`src/rtl/jfpjc_pkg.sv`:
```
// Shared definitions for the JPEG compressor front end.
//
// Holds the MCU geometry constants and the strip scheduler state type so the
// scheduler and its address counter agree on block size and encoding.
package jfpjc_pkg;

  // One MCU is an 8x8 pixel block stored as 64 consecutive words in an EBR.
  localparam int MCU_WORDS = 64;
  localparam int MCU_DIM   = 8;

  typedef enum logic [1:0] {
    IDLE  = 2'd0,
    ISSUE = 2'd1,
    WAIT  = 2'd2
  } sched_state_t;

endpackage

```
`src/rtl/mcu_addr_counter.sv`:
```
// MCU address ripple counter.
//
// Walks the MCUs of one strip in order. MCUs are striped round-robin across
// the EBRs, so the EBR (block) index is the fast digit and the slot inside
// the EBR is the slow digit.
//
// Ports:
//   clock   in   system clock
//   reset   in   synchronous active-high reset
//   clear   in   return to MCU 0 (end of strip)
//   step    in   advance to the next MCU
//   block   out  EBR index of the current MCU
//   slot    out  slot index of the current MCU inside its EBR
//   last    out  current MCU is the final one of the strip
module mcu_addr_counter #(
  parameter int num_ebr   = 5,
  parameter int num_slots = 8,
  parameter int block_w   = 3,
  parameter int slot_w    = 3
) (
  input  logic               clock,
  input  logic               reset,
  input  logic               clear,
  input  logic               step,
  output logic [block_w-1:0] block,
  output logic [slot_w-1:0]  slot,
  output logic               last
);

  localparam logic [block_w-1:0] BLOCK_MAX = block_w'(num_ebr - 1);
  localparam logic [slot_w-1:0]  SLOT_MAX  = slot_w'(num_slots - 1);

  always_ff @(posedge clock) begin
    if (reset || clear) begin
      block <= '0;
      slot  <= '0;
    end else if (step) begin
      // Block wraps after the last EBR and carries into the slot digit.
      if (block == BLOCK_MAX) begin
        block <= '0;
        slot  <= slot + slot_w'(1);
      end else begin
        block <= block + block_w'(1);
      end
    end
  end

  assign last = (block == BLOCK_MAX) && (slot == SLOT_MAX);

endmodule

```
`src/rtl/mcu_strip_scheduler.sv`:
```
// MCU strip scheduler.
//
// Watches the ingester's front-buffer select; every flip means an 8-row strip
// has been completed in the other buffer. The scheduler then hands the
// compressor the strip's MCUs one at a time (start pulse with buffer, EBR and
// base address) and waits for each done pulse. A strip that completes while
// the previous one is still being read is flagged as an overrun and queued.
//
// Optional feature macro: OVERRUN_COUNT_EN enables the saturating overrun
// event counter; without it overrun_count is constant zero.
//
// Ports:
//   clock               in   system clock
//   reset               in   synchronous active-high reset
//   frontbuffer_select  in   buffer the ingester is writing; a flip ends a strip
//   mcu_done            in   compressor finished the current MCU (1-cycle pulse)
//   overrun_clear       in   clears the sticky overrun flag (and counter)
//   mcu_start           out  1-cycle pulse: MCU address outputs are valid
//   mcu_buffer          out  buffer holding the strip being read
//   mcu_block_select    out  EBR holding the current MCU
//   mcu_base_addr       out  word address of the MCU's first pixel
//   mcu_first_of_frame  out  with mcu_start: first MCU of the frame
//   mcu_last_of_frame   out  with mcu_start: last MCU of the frame
//   busy                out  a strip is being issued
//   overrun             out  sticky overrun flag
//   overrun_count       out  saturating overrun event count
module mcu_strip_scheduler
  import jfpjc_pkg::*;
#(
  parameter int width_pix  = 320,
  parameter int height_pix = 240,
  parameter int num_ebr    = 5,
  parameter int ebr_size   = 512
) (
  input  logic                        clock,
  input  logic                        reset,
  input  logic                        frontbuffer_select,
  input  logic                        mcu_done,
  input  logic                        overrun_clear,
  output logic                        mcu_start,
  output logic                        mcu_buffer,
  output logic [$clog2(num_ebr)-1:0]  mcu_block_select,
  output logic [$clog2(ebr_size)-1:0] mcu_base_addr,
  output logic                        mcu_first_of_frame,
  output logic                        mcu_last_of_frame,
  output logic                        busy,
  output logic                        overrun,
  output logic [7:0]                  overrun_count
);

  localparam int MCUS       = width_pix / MCU_DIM;
  localparam int SLOTS      = MCUS / num_ebr;
  localparam int STRIPS     = height_pix / MCU_DIM;
  localparam int BLOCK_W    = $clog2(num_ebr);
  localparam int ADDR_W     = $clog2(ebr_size);
  localparam int WORD_SHIFT = $clog2(MCU_WORDS);
  localparam int SLOT_W     = ADDR_W - WORD_SHIFT;
  localparam int STRIP_W    = (STRIPS > 1) ? $clog2(STRIPS) : 1;
  localparam logic [STRIP_W-1:0] STRIP_MAX = STRIP_W'(STRIPS - 1);

  sched_state_t        state;
  sched_state_t        state_next;
  logic                fb_prev;
  logic                pending;
  logic                pend_buf;
  logic                buf_q;
  logic                overrun_q;
  logic [STRIP_W-1:0]  strip_idx;
  logic [SLOT_W-1:0]   slot;
  logic                mcu_last;
  logic                toggle;
  logic                take;
  logic                cnt_step;
  logic                strip_done;
  logic                overrun_event;

  // A strip just completed in the buffer the ingester was previously writing.
  assign toggle = (frontbuffer_select != fb_prev);

  // A flip finishing on the very cycle the last MCU is acknowledged is not an
  // overrun; a flip while another strip is already queued always is.
  assign overrun_event = toggle && (pending || ((state != IDLE) && !strip_done));

  mcu_addr_counter #(
    .num_ebr   (num_ebr),
    .num_slots (SLOTS),
    .block_w   (BLOCK_W),
    .slot_w    (SLOT_W)
  ) u_addr (
    .clock (clock),
    .reset (reset),
    .clear (strip_done),
    .step  (cnt_step),
    .block (mcu_block_select),
    .slot  (slot),
    .last  (mcu_last)
  );

  // State register.
  always_ff @(posedge clock) begin
    if (reset) begin
      state <= IDLE;
    end else begin
      state <= state_next;
    end
  end

  // Next state and the one-cycle control strobes. Done pulses are only
  // honoured in WAIT, so a stray done during ISSUE is dropped.
  always_comb begin
    state_next = state;
    take       = 1'b0;
    cnt_step   = 1'b0;
    strip_done = 1'b0;
    unique case (state)
      IDLE: begin
        if (pending || toggle) begin
          state_next = ISSUE;
          take       = 1'b1;
        end
      end
      ISSUE: begin
        state_next = WAIT;
      end
      WAIT: begin
        if (mcu_done) begin
          if (mcu_last) begin
            state_next = IDLE;
            strip_done = 1'b1;
          end else begin
            state_next = ISSUE;
            cnt_step   = 1'b1;
          end
        end
      end
      default: begin
        state_next = IDLE;
      end
    endcase
  end

  // Strip bookkeeping: edge detect, pending strip queue, buffer latch, strip
  // position within the frame and the sticky overrun flag.
  always_ff @(posedge clock) begin
    if (reset) begin
      fb_prev   <= 1'b0;
      pending   <= 1'b0;
      pend_buf  <= 1'b0;
      buf_q     <= 1'b0;
      strip_idx <= '0;
      overrun_q <= 1'b0;
    end else begin
      fb_prev <= frontbuffer_select;

      // A flip seen while leaving IDLE wins over an older queued strip.
      if (take) begin
        pending <= 1'b0;
        buf_q   <= toggle ? fb_prev : pend_buf;
      end else if (toggle) begin
        pending  <= 1'b1;
        pend_buf <= fb_prev;
      end

      if (strip_done) begin
        strip_idx <= (strip_idx == STRIP_MAX) ? '0 : strip_idx + STRIP_W'(1);
      end

      if (overrun_event) begin
        overrun_q <= 1'b1;
      end else if (overrun_clear) begin
        overrun_q <= 1'b0;
      end
    end
  end

`ifdef OVERRUN_COUNT_EN
  logic [7:0] overrun_cnt;

  // Saturating event counter; a new event on the clearing cycle counts as one.
  always_ff @(posedge clock) begin
    if (reset) begin
      overrun_cnt <= 8'h00;
    end else if (overrun_event) begin
      if (overrun_clear) begin
        overrun_cnt <= 8'h01;
      end else if (overrun_cnt != 8'hFF) begin
        overrun_cnt <= overrun_cnt + 8'h01;
      end
    end else if (overrun_clear) begin
      overrun_cnt <= 8'h00;
    end
  end

  assign overrun_count = overrun_cnt;
`else
  assign overrun_count = 8'h00;
`endif

  assign mcu_start          = (state == ISSUE);
  assign mcu_buffer         = buf_q;
  assign mcu_base_addr      = {slot, {WORD_SHIFT{1'b0}}};
  assign mcu_first_of_frame = mcu_start && (strip_idx == '0) &&
                              (mcu_block_select == '0) && (slot == '0);
  assign mcu_last_of_frame  = mcu_start && (strip_idx == STRIP_MAX) && mcu_last;
  assign busy               = (state != IDLE);
  assign overrun            = overrun_q;

endmodule

```
`config.mk`:
```
export PLATFORM = sky130hd
export DESIGN_NAME = mcu_strip_scheduler
export DESIGN_NICKNAME = d
export VERILOG_FILES = /design/src/rtl/jfpjc_pkg.sv /design/src/rtl/mcu_addr_counter.sv /design/src/rtl/mcu_strip_scheduler.sv
export SDC_FILE = /design/constraint.sdc
export NUM_CORES = 1
export LEC_CHECK = 0
export CAP_MARGIN = 40
export CORE_UTILIZATION = 46
export DETAILED_ROUTE_END_ITERATION = 10
export HOLD_SLACK_MARGIN = 0.03
export PLACE_DENSITY = 0.76
export SLEW_MARGIN = 20
export SYNTH_ARGS = -nofsm -noshare
export SYNTH_HDL_FRONTEND = slang
export SYNTH_SLANG_ARGS = --single-unit
```
`constraint.sdc`:
```
create_clock -name clock -period 2.11 [get_ports clock]
set_clock_uncertainty 0.1 [all_clocks]
set_input_delay 0.422 -clock clock [delete_from_list [all_inputs] [get_ports clock]]
set_output_delay 0.422 -clock clock [all_outputs]
set_load 0.02 [all_outputs]
```
# == Word level (Yosys, flattened, before mapping) ==
# Cells that the tools add are included.
# Widths: inputs -> output; s select.
# totals
regBits,18
inputBits,5
output_inout_bits,26
wordCells,58
# op_classes
addsub,3
eq_ne,8
muxes,17
reduce_logical,21
# ops
op,n
$mux 1,12
$logic_and 1x1->1,8
$add 3x1->3 const B,2
$eq 3x3->1 const B,2
$logic_not 3->1,2
$pmux 2 s3,1
$add 5x1->5 const B,1
$eq 5x5->1 const B,1
$logic_not 5->1,1
$mux 5,1
$mux 2,2
$ne 2x2->1 const B,2
$reduce_and 2->1,2
$reduce_bool 2->1,2
$logic_or 1x1->1,3
$mux 3,1
$eq 2x1->1 const B,1
$eq 2x2->1 const B,1
$logic_not 2->1,1
$reduce_or 2->1,1
$logic_not 1->1,1
$ne 1x1->1,1

# == Depth between registers and ports, before layout ==
# Gate-level depths: netlist of the first run.
# logic_depth
depth_word,10
mapped_depth,6
ltp_nobuf,6

# == By module ==
# Synthesis of the first run repeated with hierarchy kept, for this count alone.
# hier_totals
cells_unflattened,117
hier_area_um2,1063.5
# by_module_without_submodules
mod,instances,cells_per_inst,area_each_um2,seq_area_each_um2
mcu_strip_scheduler,1,85,757.0,240.2
mcu_addr_counter,1,32,306.5,120.1

# == Least setup slack after synthesis of the first run ==
# OpenSTA, ideal clock, no wires.
# synth_timing
path_kind,reg2out
from,register u_addr.slot[0]
to,output port mcu_last_of_frame
t_arrival_ns,1.443
required_time_ns,1.588
slack_ns,0.145
stages_incl_launch_ff,5
path_buffers,0
path_cell_list,dfxtp_1 ha_1 ha_1 nand3_1 nor3_1
# synth_via
elab_chain_cells,3
# synth_rtl
element,line_no,rtl
"start, declared",mcu_addr_counter.sv:26,"output logic [slot_w-1:0] slot,"
"start signal, assigned",mcu_addr_counter.sv:41,slot <= slot + slot_w'(1);
$eq 3x3->1,mcu_addr_counter.sv:48,assign last = (block == BLOCK_MAX) && (slot == SLOT_MAX);
$logic_and 1x1->1,mcu_addr_counter.sv:48,
$logic_and 1x1->1,mcu_strip_scheduler.sv:204,assign mcu_last_of_frame = mcu_start && (strip_idx == STRIP_MAX) && mcu_last;
"end, declared",mcu_strip_scheduler.sv:45,"output logic mcu_last_of_frame,"
# No other way between the ends.

# == Worst setup path in the final report of the first run ==
# Ends and elaborated chain as after synthesis.

==> metrics.sh, run 1 <==
STATUS='finished clean'
YOSYS_WARNINGS=0
AVGVIACOUNTPERCELL=5.089
CORE-AREA_UM2=2042
AREA_GROWTH_PCT=21.74
DIEAREA_UM2=2472
GRT_ANTENNA_BEFORE_REPAIR=0
YS_SEQ_ELEMENTS=18
ACHIEVABLE_FREQ_MHz=507.7
NETLIST-CELL-TYPE-COUNT=34
LARGEST_NET_DEGREE_AT_THE_START_OF_GLOBAL_ROUTING=10
REMAINING_DRC_ERRORS=0
WORST_SETUP_HOLD_PATH_CLK_SLEW_NS=0.11
FINAL_CELLS=179
CTS_TREE='done'
PWR_DENSITY_CELL_nW_PER_UM2=527.9
DETAIL_ROUTE.FIRST_PASS.ITERATIONS=4
CTS-ROOT-TO-SINK-BUFFERS=2
TOP_CELL_TYPE_BY_TOTAL_AREA_AFTER_SYNTHESIS='dfxtp_1'
IRDROPWORSTVDD_V=0.0003956
CRITPATHREQUIREDTIME_NS=1.59
CHIPHEIGHT_UM=49.72
CELL_TYPES_OCCUPYING_THE_MOST_AREA_AFTER_SYNTHESIS='dfxtp_1 34%, buf_4 10%, ha_1 9.6%'
ENDPOINT_KIND='output pin'
PLACED_CELLS_INCL_TAPS=176
CHIPWIDTH_UM=49.72
DIODES=0
HOLDWS_NS=0.3896
DRT_WL_TOTAL_UM=2094
WORST_SETUP_PATH_START_KIND='flip-flop'
CLOCK_LATENCY_NS=0.30
SYNTH.YOSYS.SEQ_AREA_SHARE_PCT=34.41
FF2FF_PATH_DEPTH=7
CTS_HOLD_REPAIR.BUFFERS=0
FINAL_NET_COUNT=167
DRV_SLEW=0
CAP_VIOL_MAX_COUNT=0
WORST-SETUP-PATH-TYPE='flip-flop to output pin'
TIMING.CRITICAL_PATH.ARRIVAL_NS=1.45
DRT-WIRELENGTH-PER-CELL_UM=11.70
PLACER_CONGESTION=0.8511
FINAL_MIN_PERIOD_OVER_CLOCK_PERIOD_PCT=93.36
POSTCTSSETUPREPAIRBUFS=0
CLOCK-SINKS=18
CTS.HTREE.LEVELS=1
TIMING.HOLD.WORST_PATH_DEPTH=2
PLACE.DETAILED.HPWL_UM=1633
CELL_CHOSEN_FOR_THE_CLOCK_ROOT='clkbuf_4'
SYNTH_AREA_UM2=1047
YOSYS_TOP_CELL_AREA_SHARE_PCT=34.41
FINAL_LAYOUT_SIZE_SUFFIX_GT1_SHARE_PCT=15.79
CORE.ROWCOUNT=16
WIRE_LENGTH_OF_THE_FIRST_GLOBAL_ROUTING_PASS_UM=3436
P_LEAK_nW=0.5564
NUM_VIAS=911
GRT_USE_TOTAL_PCT=18.36
FINALHOLDVIOLATIONS=0
RSZ0062_AT_GRT='no'
INITIAL_CORE_UTIL_PCT=51.29
IO-PIN-COUNT=31
SYNTH_AREA_PER_CELL_UM2=8.446
SYNTH_CELLS=124
FINAL-SETUP-VIOL-COUNT=0
GLOBAL_ROUTE_TOTAL_OVERFLOW=0
LAYOUT_MIN_CYCLE_TIME_NS=1.970
CRITICAL_PATH_PEAK_FANOUT=5
VIAS_IN_THE_FIRST_GLOBAL_ROUTE=813
HOLD_PATH_CLASS='flip-flop to flip-flop'
CTS_INSERTED_BUFFERS=3
HIGHEST_COUNT_CELLS_IN_THE_LAYOUT_IGNORING_FILL_AND_TAPS='17 x dfxtp_1, 14 x conb_1, 13 x a21oi_1'
MOSTFREQUENTLAYOUTCELL='dfxtp_1'
DRTANTENNAVIOLNETS=0
DRT_ITER0_MARKERS=7
BUFFER_PORTS.INSERTED=16
[synth_stat cells (all sizes together)]
library cell	count
a311oi	1
ha	8
or4	1
nand3	6
nor2	11
nand3b	4
o21a	1
nand2b	2
a41o	1
mux2i	1
inv	9
o21ai	4
o2111ai	1
xor2	1
and2	1
maj3	1
nand4	1
conb	1
a211oi	1
a41oi	1
and3	1
or2b	1
buf	16
nor3	5
a21oi	13
nand2	7
nor2b	1
or3	2
and3b	1
dfxtp	18
or3b	1
nand4b	1
[sequential cells by signal, indices dropped and copies added, names as in the netlist]
| register | cells |
|---|---|
| u_addr.block | 3 |
| strip_idx | 5 |
| fb_prev | 1 |
| pend_buf | 1 |
| u_addr.slot | 3 |
| pending | 1 |
| overrun | 1 |
| mcu_buffer | 1 |
| state | 2 |
[power breakdown]
part | internal, W | switching (W)
logic | 0.0000551 | 0.0000834
clock network | 0.0000665 | 0.000105
registers | 0.000352 | 0.0000104
total | 0.000474 | 0.000199
[worst paths after layout]
path                                      start                end  slack, ns
worst max-delay path             u_addr.slot[0]  mcu_last_of_frame       0.14
worst min-delay path            u_addr.block[1]    u_addr.block[1]       0.39
worst max register to register   u_addr.slot[0]       strip_idx[2]       0.27
worst min register to register  u_addr.block[1]    u_addr.block[1]       0.39
[layout make-up]
cell class,count,area (um2)
Multi-Input combinational cell,94,581.8
Inverter,9,33.78
Tap cell,27,33.78
Timing Repair Buffer,28,241.5
Fill cell,194,767.0
Clock buffer,3,22.52
Sequential cell,18,361.6
[what timing repair did]
item / in CTS / in global routing
gates resized for setup: 11 / 4
hold endpoints to repair: 0 / 0
endpoints found under the setup margin: 3 / 3
[critical path: stages (launching register included)]
cell and delay (ns):
dfxtp_2 0.37, ha_1 0.15, ha_1 0.16, nand3_1 0.14, nor3_2 0.13, buf_2 0.18
[metal layers]
metal  wire length, um  global-route usage [%]  vias to the layer above
li1                  -                       -                      459
met1               926                   20.30                      424
met5                 0                       0                        -
met3                88                   5.864                        5
met4                31                   7.143                        0
met2              1046                   32.21                       23
[kinds of logic after synthesis]
family	after synthesis	share of synthesized area (%)
AND/OR/NAND/NOR	46	24.49
buffers and inverters	25	15.41
AO/OA/AOI/OAI	23	13.02
flip-flops	18	34.41
adder cells (fa/ha/maj)	9	10.51
other	1	0.3581
XOR/XNOR	1	0.8365
multiplexers	1	0.9558
[through the flow]
step | util [%] | area, um2 | total power, W | setup WS, ns | TNS, ns
CTS | 62.25 | 1271 | 0.0006841 | 0.03106 | 0
floorplan | - | 1096 | 0.0004830 | 0.1454 | 0
global placement | 61.34 | 1252 | 0.0005094 | 0.04592 | 0
detailed placement | 61.34 | 1252 | 0.0005125 | -0.07701 | -0.07701
finish | 62.44 | 1275 | 0.0006731 | 0.1402 | 0
global route | 62.44 | 1275 | 0.0007078 | 0.04157 | 0
Note: power is estimated with default switching activity, not from simulation.
==> inputs of run 2 (changes only) <==
--- a/config.mk
+++ b/config.mk
@@ -5,12 +5,13 @@
 export SDC_FILE = /design/constraint.sdc
 export NUM_CORES = 1
 export LEC_CHECK = 0
-export CAP_MARGIN = 40
 export CORE_UTILIZATION = 46
+export CTS_CLUSTER_SIZE = 24
 export DETAILED_ROUTE_END_ITERATION = 10
 export HOLD_SLACK_MARGIN = 0.03
 export PLACE_DENSITY = 0.76
 export SLEW_MARGIN = 20
 export SYNTH_ARGS = -nofsm -noshare
 export SYNTH_HDL_FRONTEND = slang
+export SYNTH_HIERARCHICAL = 1
 export SYNTH_SLANG_ARGS = --single-unit
==> run 2 against run 1 <==
Net effect:
- non-clock buffer count increased by 2
- routed wire length decreased by 2.9%
- first-iteration DRC count increased by 71%
- die area increased by 1.5%
- worst hold slack improved by 0.029 ns
- register-to-register slack got worse by 0.15 ns
- power increased by 11%
- final area increased by 5.2%
- clock power increased by 24%
- fmax decreased by 3.2%
==> metrics.sh, run 2 <==
MAX_FLOP_REGISTER='strip_idx'
IRDROPWORSTVDD_V=0.0004960
TIMING.HOLD.WORST_PATH_DEPTH=2
GRT_ANTENNA_BEFORE_REPAIR=0
TOP_CELL_TYPE_BY_TOTAL_AREA_AFTER_SYNTHESIS='dfxtp_1'
FF2FF_PATH_DEPTH=8
FINAL_MIN_PERIOD_OVER_CLOCK_PERIOD_PCT=96.44
YOSYS_WARNINGS=6
SYNTH_EDF_COUNT=0
SYNTH_AREA_UM2=1064
SYNTH_TOP_FLOP_CELL='dfxtp_1'
NETLIST-CELL-TYPE-COUNT=41
CELL_TYPES_OCCUPYING_THE_MOST_AREA_AFTER_SYNTHESIS='dfxtp_1 34%, buf_4 9.9%, ha_1 8.2%'
GRT_USE_TOTAL_PCT=18.82
CHIPWIDTH_UM=50.09
DRT-WIRELENGTH-PER-CELL_UM=11.56
VIAS_IN_THE_FIRST_GLOBAL_ROUTE=888
WORST_PATH_LARGEST_CELL_DELAY_NS=0.37
FINALHOLDVIOLATIONS=0
ACHIEVABLE_FREQ_MHz=491.4
DRT_ITER0_MARKERS=12
HOLDWS_NS=0.4188
SYNTH_CELLS=117
CRIT_SLOWEST_CELL='dfxtp_1'
PATH_BUF_INV=2
CTS_HOLD_REPAIR.BUFFERS=0
WORST-SETUP-PATH-TYPE='flip-flop to output pin'
SYNTH.CELLS.MOST_FREQUENT='18 x dfxtp_1, 17 x nor2_1, 14 x buf_4'
ENDPOINT_KIND='output pin'
STATUS='finished clean'
YOSYSMOSTFREQUENTCELL='dfxtp_1'
P_LEAK_nW=0.6391
DETAIL_ROUTE.FIRST_PASS.ITERATIONS=4
DRT_WL_TOTAL_UM=2034
GLOBAL_ROUTE_TOTAL_OVERFLOW=0
AVGVIACOUNTPERCELL=5.063
TIMING.SETUP.TNS_NS=0
CORE.ROWCOUNT=17
LAYOUT_MIN_CYCLE_TIME_NS=2.035
REMAINING_DRC_ERRORS=0
FINAL-SETUP-VIOL-COUNT=0
RSZ0062_AT_GRT='no'
YS_SEQ_ELEMENTS=18
CTS-ROOT-TO-SINK-BUFFERS=2
IO-PIN-COUNT=31
PWR_DENSITY_CELL_nW_PER_UM2=555.6
R2R-END='u_addr/block[2]'
WORSTHOLDENDPOINT='u_addr/block[0]'
CELL_CHOSEN_FOR_THE_CLOCK_ROOT='clkbuf_4'
NUM_VIAS=891
SYNTH_AREA_PER_CELL_UM2=9.090
DIODES=0
SYNTH_ASYNC_SR_FLOP_SHARE_PCT=0
AREA_GROWTH_PCT=26.12
CORE-AREA_UM2=2191
PLACE.DETAILED.HPWL_UM=1597
PLACER_CONGESTION=0.7777
CLOCK-SINKS=18
HIGHEST_COUNT_CELLS_IN_THE_LAYOUT_IGNORING_FILL_AND_TAPS='17 x nor2_1, 16 x dfxtp_1, 15 x buf_4'
CRIT_CHAIN='inv_1 > ha_1 > and4_1 > and3_2 > buf_4'
DRTANTENNAVIOLNETS=0
LARGEST_NET_DEGREE_AT_THE_START_OF_GLOBAL_ROUTING=13
CTS_INSERTED_BUFFERS=3
CTS.HTREE.LEVELS=1
R2R_START='u_addr/slot[0]'
CRITICAL_PATH_CELL_COUNT=5
LARGEST_REG_FLOPS=5
HOLD_PATH_CLASS='flip-flop to flip-flop'
CTS_TREE='done'
CRIT_FAMILY='simple AND/OR/NAND/NOR gates'
HOLD_START='u_addr/block[0]'
SYNTH.YOSYS.SEQ_AREA_SHARE_PCT=33.88
WIRE_LENGTH_OF_THE_FIRST_GLOBAL_ROUTING_PASS_UM=3629
FINAL_LAYOUT_SIZE_SUFFIX_GT1_SHARE_PCT=22.30
CRITPATHREQUIREDTIME_NS=1.59
WORST_SETUP_HOLD_PATH_CLK_SLEW_NS=0.10
WORST_SETUP_PATH_START_KIND='flip-flop'
FINAL_NET_COUNT=161
MOSTFREQUENTLAYOUTCELL='nor2_1'
YOSYS_TOP_CELL_AREA_SHARE_PCT=33.88
CRITICAL_PATH_PEAK_FANOUT=2
DIEAREA_UM2=2509
TOP_REGISTERS='strip_idx x5, u_addr/block x3, u_addr/slot x3'
BUFFER_PORTS.INSERTED=16
CAP_VIOL_MAX_COUNT=0
TIMING.CRITICAL_PATH.ARRIVAL_NS=1.51
CLOCK_LATENCY_NS=0.30
DRV_SLEW=0
CHIPHEIGHT_UM=50.09
REGTOREGSETUPSLACK_NS=0.12
INITIAL_CORE_UTIL_PCT=48.54
-- run 2: changes by cell type after synthesis, sizes merged, moves of 3 or more --
cell,change
nand3b,-4
nor2,+6
nand2,-5
nand3,-3
a21oi,-6
inv,-3
-- run 2: cell families (layout without fill, tap and decap cells) --
family          Yosys count  after routing  synth area share (%)
compound gates           21             21                 15.53
flops                    18             18                 33.88
simple gates             41             41                 22.94
fa+ha+maj                 8              8                 9.176
buf+inv                  23             41                 13.65
other cells               1             14                0.3526
mux                       3              3                 2.824
xor+xnor                  2              2                 1.647
-- run 2: area by class of cell --
type                    instances  area (um2)
repair buffers                 30       259.0
clock buffers                   4       36.28
fillers                       198       849.6
well taps                      28       35.03
inverters                       7       31.28
flip-flops and latches         18       362.8
multi-input cells              89       616.8
-- run 2: metal layers --
| layer | global-route usage [%] | share of wire [%] | vias up |
|---|---|---|---|
| met3 | 3.704 | 3.7 | 5 |
| met5 | 0 | 0 | - |
| met4 | 7.143 | 1.5 | 0 |
| li1 | - | - | 442 |
| met1 | 19.59 | 43 | 417 |
| met2 | 36.00 | 52 | 27 |
-- run 2: what timing repair did --
item                       4_1_cts  5_1_grt
gates resized for setup          7        6
setup endpoints to repair        3        8
buffers inserted                 0        0
gates cloned                     0        0
-- run 2: worst min-delay path, delay by kind of cell, from the launching register on --
kind,cells,cell delay [ns]
flip-flops,1,0.35
AO/OA/AOI/OAI,1,0.06
AND/OR/NAND/NOR,1,0.08
-- run 2: power by group --
group	total (W)	internal, W	switching [W]
combinational	0.000166	0.0000684	0.0000975
clock	0.000213	0.000105	0.000108
sequential	0.000366	0.000355	0.0000114
-- run 2: worst max path at each step --
stage	from	endpoint
after floorplan	u_addr/block[0]	u_addr/slot[2]
after global placement	u_addr/slot[0]	mcu_last_of_frame
after detailed placement	u_addr/block[0]	mcu_last_of_frame
after CTS	strip_idx[1]	mcu_first_of_frame
after global routing	u_addr/slot[0]	mcu_last_of_frame
final	strip_idx[1]	mcu_last_of_frame
-- run 2: per-stage QoR --
step	utilization (%)	area [um2]	power [W]	setup WS, ns	std cells
after floorplan	-	1117	0.0005040	0.1511	130
after global placement	59.51	1304	0.0005438	0.03920	172
after detailed placement	59.51	1304	0.0005462	0.01431	172
after CTS	60.88	1334	0.0007562	0.01852	176
after global routing	61.22	1341	0.0007903	0.008242	176
final	61.22	1341	0.0007452	0.07518	176
